$ cat config.mk
export PLATFORM = sky130hd
export DESIGN_NAME = inst_fetch
export DESIGN_NICKNAME = d
export VERILOG_FILES = /design/src/rtl/inst_fetch.sv
export SDC_FILE = /design/constraint.sdc
export NUM_CORES = 1
export LEC_CHECK = 0
export CAP_MARGIN = 30
export CORE_ASPECT_RATIO = 1.5
export CORE_MARGIN = 4
export CORE_UTILIZATION = 35
export CTS_CLUSTER_SIZE = 28
export DETAILED_ROUTE_END_ITERATION = 7
export DONT_BUFFER_PORTS = 1
export PLACE_DENSITY = 0.51
export SLEW_MARGIN = 20
export SYNTH_ARGS = -nofsm -noshare
export SYNTH_HDL_FRONTEND = slang
export SYNTH_SLANG_ARGS = --single-unit
$ cat constraint.sdc
create_clock -name clock -period 4.65 [get_ports clock]
set_input_delay 0.6975 -clock clock [delete_from_list [all_inputs] [get_ports clock]]
set_output_delay 0.6975 -clock clock [all_outputs]
set_load 0.05 [all_outputs]
$ cat src/rtl/inst_fetch.sv
// Instruction fetch stage: owns the fetch PC, issues word reads over a req/gnt/rvalid bus and
// buffers returned words in an in-order FIFO for the core. Redirect flushes and drops stale reads.
module inst_fetch #(
  parameter logic [31:0] RESET_PC = 32'h0000_0000,
  parameter int unsigned DEPTH    = 4
) (
  input  logic        clock,
  input  logic        reset,
  input  logic        redirect,
  input  logic [31:0] redirect_pc,
  output logic        mem_req,
  output logic [31:0] mem_addr,
  input  logic        mem_gnt,
  input  logic        mem_rvalid,
  input  logic [31:0] mem_rdata,
  output logic        inst_valid,
  output logic [31:0] inst,
  output logic [31:0] inst_pc,
  input  logic        inst_ready
);

  localparam int unsigned PtrW = $clog2(DEPTH);
  localparam int unsigned CntW = PtrW + 1;

  typedef logic [PtrW-1:0] ptr_t;
  typedef logic [CntW-1:0] cnt_t;
  typedef logic [CntW:0]   sum_t;

  logic [31:0] fetch_pc_q;
  cnt_t        occ_q, outst_q, drop_q;
  ptr_t        rd_ptr_q, wr_ptr_q, ifq_rd_q, ifq_wr_q;
  logic [31:0] word_q  [DEPTH];
  logic [31:0] pc_q    [DEPTH];
  logic [31:0] ifq_pc_q[DEPTH];

  sum_t credit_sum;
  logic grant, rsp_drop, rsp_live, rsp_kill, pop;
  logic unused_redirect_lsb;

  assign unused_redirect_lsb = ^redirect_pc[1:0];

  always_comb begin
    credit_sum = sum_t'(occ_q) + sum_t'(outst_q) + sum_t'(drop_q);
    mem_req    = !reset && !redirect && (credit_sum < sum_t'(DEPTH));
    mem_addr   = fetch_pc_q;
    grant      = mem_req && mem_gnt;
    rsp_drop   = mem_rvalid && (drop_q != '0);
    rsp_live   = mem_rvalid && (drop_q == '0) && (outst_q != '0);
    // A response in the redirect cycle belongs to a stale read; protocol-error responses excluded.
    rsp_kill   = mem_rvalid && ((drop_q != '0) || (outst_q != '0));
    inst_valid = (occ_q != '0);
    pop        = inst_valid && inst_ready;
    inst       = inst_valid ? word_q[rd_ptr_q] : '0;
    inst_pc    = inst_valid ? pc_q[rd_ptr_q] : '0;
  end

  always_ff @(posedge clock) begin
    if (reset) begin
      fetch_pc_q <= RESET_PC;
      occ_q      <= '0;
      outst_q    <= '0;
      drop_q     <= '0;
      rd_ptr_q   <= '0;
      wr_ptr_q   <= '0;
      ifq_rd_q   <= '0;
      ifq_wr_q   <= '0;
    end else if (redirect) begin
      fetch_pc_q <= {redirect_pc[31:2], 2'b00};
      occ_q      <= '0;
      outst_q    <= '0;
      drop_q     <= drop_q + outst_q - cnt_t'(rsp_kill);
      rd_ptr_q   <= '0;
      wr_ptr_q   <= '0;
      ifq_rd_q   <= '0;
      ifq_wr_q   <= '0;
    end else begin
      if (grant) begin
        fetch_pc_q <= fetch_pc_q + 32'd4;
        ifq_wr_q   <= ifq_wr_q + ptr_t'(1);
      end
      if (rsp_drop) drop_q <= drop_q - cnt_t'(1);
      if (rsp_live) begin
        ifq_rd_q <= ifq_rd_q + ptr_t'(1);
        wr_ptr_q <= wr_ptr_q + ptr_t'(1);
      end
      if (pop) rd_ptr_q <= rd_ptr_q + ptr_t'(1);
      outst_q <= outst_q + cnt_t'(grant) - cnt_t'(rsp_live);
      occ_q   <= occ_q + cnt_t'(rsp_live) - cnt_t'(pop);
    end
  end

  // Storage needs no reset: occupancy and pointers gate every read.
  always_ff @(posedge clock) begin
    if (grant) ifq_pc_q[ifq_wr_q] <= fetch_pc_q;
    if (rsp_live) begin
      word_q[wr_ptr_q] <= mem_rdata;
      pc_q[wr_ptr_q]   <= ifq_pc_q[ifq_rd_q];
    end
  end

endmodule

==> results of run 1 <==
-- stage by stage --
step | worst slack, ps | hold WS, ps | instance area, um2
6_report | 743 | 209 | 18900
5_1_grt | 558 | 187 | 18900
4_1_cts | 664 | 176 | 18900
3_5_place_dp | 1100 | 492 | 17600
3_3_place_gp | 1090 | 487 | 17500
2_1_floorplan | 1110 | 469 | 16900
-- cells in the mapped netlist (3+ instances only) --
master	instances
mux2i_1	5
inv_1	21
ha_1	19
fa_1	6
nand3_2	3
xnor2_1	12
o21a_1	4
nand4_1	9
mux4_2	92
clkbuf_1	25
dfxtp_1	51
and3_1	4
nand3_1	8
edfxtp_1	368
xor2_1	22
a21oi_1	17
buf_4	5
nand2_1	22
nand2b_1	4
a31oi_1	3
and2_1	77
nor2b_1	11
a22oi_1	10
o21ai_0	6
buf_6	4
nor2_1	32
o22ai_1	13
buf_2	13
nor3b_1	4
-- critical path, delay by kind of cell (launching register included) --
kind                       cells  cell delay (ps)
xor gates and xnor gates       1              220
adders and majority gates      2              840
buffers and inverters          1              110
DFF                            1              430
and+or+nand+nor                2             1060
-- logic make-up after synthesis --
kind of cell	after synthesis	share of synthesized area, %
flops	419	71.7
fa+ha+maj	25	2.12
buf+inv	73	2.15
mux	100	12.8
compound gates	60	2.24
xor+xnor	35	1.86
other cells	1	0.0223
simple gates	195	7.14
-- cell type report --
| type | count | share of cell area (%) |
|---|---|---|
| clock buffers | 55 | 6.04 |
| flip-flops and latches | 419 | 63.8 |
| inverters | 22 | 0.436 |
| well taps | 600 | 3.97 |
| clock inverters | 20 | 1.11 |
| multi-input cells | 419 | 23.4 |
| repair buffers | 20 | 1.18 |
-- state kept, by name, indices dropped and copies added (netlist names), named ones only --
name / flops
drop_q: 3
mem_addr: 30
outst_q: 3
ifq_rd_q: 2
word_q: 128
rd_ptr_q: 2
occ_q: 3
pc_q: 120
ifq_wr_q: 2
ifq_pc_q: 120
wr_ptr_q: 2
-- where the power goes --
group	switching (mW)	total (mW)	internal [mW]
clock network	1.40	3.36	1.96
logic	0.291	0.458	0.167
registers	0.124	4.29	4.17
-- path summary, 6_finish.rpt --
path / slack, ps / end / from
worst max register to register: 1100 / outst_q[2] / outst_q[1]
worst max-delay path: 740 / mem_req / outst_q[1]
worst min-delay path: 210 / mem_addr[15] / reset
worst min register to register: 500 / ifq_wr_q[1] / ifq_wr_q[1]
-- metal layers --
layer	part of all wire (%)	up-vias	global-route usage [%]
li1	-	3565	-
met1	40	4063	16.2
met2	52	188	23.6
met3	6.1	48	3.51
met4	2.4	0	3.97
met5	0	-	0
==> results.md, run 1 <==
* Clock slew at reported path FFs at 60 ps
* Number of fill cells at 4317
* CP endpoint kind: output port
* Gr usage total at 13.4%
* Tcrit/Tclk final at 84.0%
* Maxcap violations at 0
* Layout Nets at 1020
* CTS Hold Bufs at 0
* Slew Viols, Final at 0
* CTS tree: yes
* Post-synth top area share at 65.6%
* CP max stage delay at 750 ps
* Tot Pwr at 8.11 mW
* Post-synth EDFFs at 368
* Vias in the first global route at 8365
* Synthesized cell area at 16800 um2
* Commonest cells after routing, fill and taps aside: 368 x edfxtp_1, 92 x mux4_2, 73 x and2_1
* WP data required at 3950 ps
* Clk Latency, worst-skew pair at 550 ps
* First-pass GRT wire length at 53800 um
* Total gr overflow at 0
* Register Area at 12100 um2
* Mean Syn Cell Area at 18.6 um2
* HP Class: in2reg
* Synth area leader: edfxtp_1
* Drt wl/cell at 22.6 um
* Final Util at 39.7%
* Finished Layout Cells at 1555
* Die X at 187 um
* Seq/Total Area, Yosys at 71.7%
* Maximum vdd drop at 0.250 mV
* R2R depth at 15
* Root buf cell: clkbuf_16
* Fmax at 256 MHz
* Crit Path Class: reg2out
* Starting Density at 35.3%
* Post-synth cell types at 57
* Synth-to-layout area growth at 12.3%
* Most common cell after layout, fill and taps aside: edfxtp_1
* Slew margin rel. at 37.5%
* Hold Violations, Final at 0
* Drt drc at 0
* Post-CTS sizing at 0
* Worst-path cell chain: inv_1 > fa_1 > or2_2 > fa_1 > xnor2_2 > nor2_1
* Clock sink count at 419
* Ys async rst share at 0%
* Vias at 7864
* WP data arrival at 3210 ps
* Clock tree buffer depth at 3
* Clock buffer count from CTS at 43
* Die area at 51800 um2
* IO Count at 168
* Number of port buffers at 0
* Largest net degree at the start of global routing at 64
* CP dominant cell by count: fa_1
* Hold path depth at 1
* Slowest CP cell: nor2_1
* Post-Route WL at 35100 um
* Via density at 5.06
* LEAKAGE at 6.02 nW
* Rows at 98
* Post-Syn Instances at 908
* Share of cells above drive strength 1 at 20.5%
* Critical Path Source Type: register
* Actual slew at the worst max-slew pin at 935 ps
* Status: finished clean
* Worst clock skew at 13.8 ps
* Ant. Diodes at 0
* Core Area at 47700 um2
* Htree depth at 2
* Post-synthesis sequential element count at 419
* Pre-antenna DRT Iters at 6
* RePlAce Congestion at 0.725
* Setup TNS at 0 ps
* Antenna Nets Post-Route at 0
* CP max FO at 6
* Initial DRC Count at 327
* DPL Wire Length at 21700 um
* Unrepaired setup endpoints after global routing: no
* Cell total after placement at 1480
* Final setup violation count at 0
* Power Density at 428 nW/um2
* Die height at 277 um
* Yosys warning count at 0
* Post-CTS Setup Inserts at 0
* Post-route minimum period at 3910 ps
* Initial antenna violation count at 0
* Synth top area cells: edfxtp_1 66%, mux4_2 12%, dfxtp_1 6.1%
* Top_reg_cell synth: edfxtp_1
* Multi-input gate area at 4430 um2
No activity file was read; power rests on OpenSTA's default activity.
==> inputs of run 2 (changes only) <==
- clock period: 4.65 -> 3.7 ns (I/O delays scaled with it)
==> run 2 against run 1 <==
Register-to-register slack got worse by 830 ps. Clock power increased by 32%. Cell count increased by 1.9%. Via count increased by 2.3%. Non-clock buffer count increased by 26. Critical path type is now reg2reg. Largest cell class unchanged.
==> results.md, run 2 (same netlist as run 1, synthesis figures left out) <==
* Status: finished clean
* Die X at 187 um (unchanged)
* Flop2flop setup slack at 270 ps (-830 ps)
* Htree depth at 2 (unchanged)
* Final setup violation count at 0 (unchanged)
* Total gr overflow at 0 (unchanged)
* Post-CTS Setup Inserts at 0 (unchanged)
* Final instance area at 19300 um2 (+2.0%)
* Post-DP Area at 17800 um2 (+1.4%)
* Vias at 8042 (+2.3%)
* Slew Viols, Final at 0 (unchanged)
* Setup TNS at 0 ps (unchanged)
* Number of port buffers at 0 (unchanged)
* Initial DRC Count at 392 (+20%)
* Cell total after placement at 1505 (+1.7%)
* Finished Layout Cells at 1585 (+1.9%)
* Drt wl/cell at 22.3 um (-1.0%)
* Hold path depth at 1 (unchanged)
* Largest register by flop count: word_q
* WP data required at 4140 ps (+190 ps)
* Crit Path Class: reg2reg
* LEAKAGE at 6.22 nW (+3.3%)
* Clk Latency, worst-skew pair at 550 ps (about the same)
* Layout Nets at 1046 (+2.5%)
* Post-route minimum period at 3430 ps
* Actual slew at the worst max-slew pin at 874 ps (-60.5 ps)
* Tcrit/Tclk final at 92.8%
* Gr usage total at 13.6% (+0.16 points)
* Regs by FF count: word_q: 128 flops, ifq_pc_q: 120 flops, pc_q: 120 flops
* Post-CTS sizing at 0 (unchanged)
* Rows at 98 (unchanged)
* Number of fill cells at 4296 (-0.49%)
* RePlAce Congestion at 0.707 (-2.6%)
* Critical Path Source Type: register
* Hold EP: mem_addr[15]
* Clock tree buffer depth at 3 (unchanged)
* Starting Density at 35.3% (unchanged)
* Worst R2R Start: occ_q[1]
* Most common cell after layout, fill and taps aside: edfxtp_1
* CP max FO at 5 (-1)
* DPL Wire Length at 22200 um (+2.3%)
* WP data arrival at 3870 ps (+660 ps)
* Worst clock skew at 27.1 ps (+13.3 ps)
* Worst hold start: reset
* Initial antenna violation count at 0 (unchanged)
* Hold Worst Slack at 59.2 ps (-150 ps)
* Clock slew at reported path FFs at 60 ps (about the same)
* Largest net degree at the start of global routing at 64 (unchanged)
* Maxcap violations at 0 (unchanged)
* Die area at 51800 um2 (unchanged)
* First-pass GRT wire length at 54600 um (+1.4%)
* Unrepaired setup endpoints after global routing: no
* IO Count at 168 (unchanged)
* Antenna Nets Post-Route at 0 (unchanged)
* Via density at 5.07 (+0.33%)
* Pre-antenna DRT Iters at 4 (-2)
* Drt drc at 0 (unchanged)
* Post-Route WL at 35400 um (+0.86%)
* Fmax at 291 MHz
* Max FFs per register at 128 (unchanged)
* Vias in the first global route at 8670 (+3.6%)
* Root buf cell: clkbuf_16
* Hold Violations, Final at 0 (unchanged)
* Commonest cells after routing, fill and taps aside: 368 x edfxtp_1, 92 x mux4_2, 73 x and2_1
* Clock sink count at 419 (unchanged)
* Ant. Diodes at 0 (unchanged)
* R2r endpoint: outst_q[2]
* Clock buffer count from CTS at 43 (unchanged)
* Die height at 277 um (unchanged)
* HP Class: in2reg
* Slew margin rel. at 41.3% (+3.8 points)
* CTS tree: yes
* Power Density at 540 nW/um2 (+26%)
* Maximum vdd drop at 0.315 mV (+26%)
* CP endpoint kind: register
* Tot Pwr at 10.4 mW (+29%)
* Share of cells above drive strength 1 at 24.2% (+3.6 points)
* CTS Hold Bufs at 0 (unchanged)
* Synth-to-layout area growth at 14.6%
* R2R depth at 15 (unchanged)
* Core Area at 47700 um2 (unchanged)
run 2: cell count changes in the layout (fill, tap and decap cells not counted), moves of 2 or more:
cell / delta
inv_6: +3
clkbuf_1: -8
buf_16: -3
clkinv_1: -2
clkbuf_8: +3
clkinvlp_4: +4
buf_12: +10
buf_4: +19
run 2: layer usage:
layer  share of wire, %  GRT usage [%]
met2                 53           24.5
met3                5.4           3.08
met4                2.3           4.02
met5                  0              0
met1                 39           16.1
run 2: critical path, cell delays in order, from the launching register on:
cell and delay [ps]:
dfxtp_2 350, inv_1 80, fa_1 460, or2_2 310, fa_2 570, nand4bb_4 160
nor2_4 120, inv_2 40, ha_1 280, inv_1 60, ha_1 120, inv_1 50
fa_1 370, xor2_1 160, xnor2_1 130, nor2_1 50
run 2: stage by stage:
stage | setup slack [ps] | utilization (%)
2_1_floorplan | 161 | -
3_3_place_gp | 213 | 37.3
3_5_place_dp | 206 | 37.3
4_1_cts | 203 | 40.4
5_1_grt | 47.5 | 40.5
6_report | 267 | 40.5
run 2: cell type report:
class	count	area [um2]	area share [%]
flip-flops and latches	419	12100	62.6
repair buffers	46	483	2.50
clock inverters	29	319	1.65
multi-input cells	419	4440	23.0
inverters	22	82.6	0.428
clock buffers	50	1150	5.97
well taps	600	751	3.89
run 2: where the power goes:
part           switching [mW]  leakage (nW)  internal (mW)
clock network            1.82         0.714           2.61
registers              0.0733          3.76           5.24
logic                   0.458          1.75          0.237
run 2: how the worst max path moves through the flow:
stage / start / end / slack (ps) / depth (start not counted)
after CTS: occ_q[1] / mem_req / 200 / 7
after global routing: occ_q[1] / outst_q[2] / 50 / 15
after global placement: occ_q[1] / outst_q[2] / 210 / 15
after floorplan: outst_q[1] / outst_q[2] / 160 / 16
after detailed placement: occ_q[1] / outst_q[2] / 210 / 15
final: occ_q[1] / outst_q[2] / 270 / 15
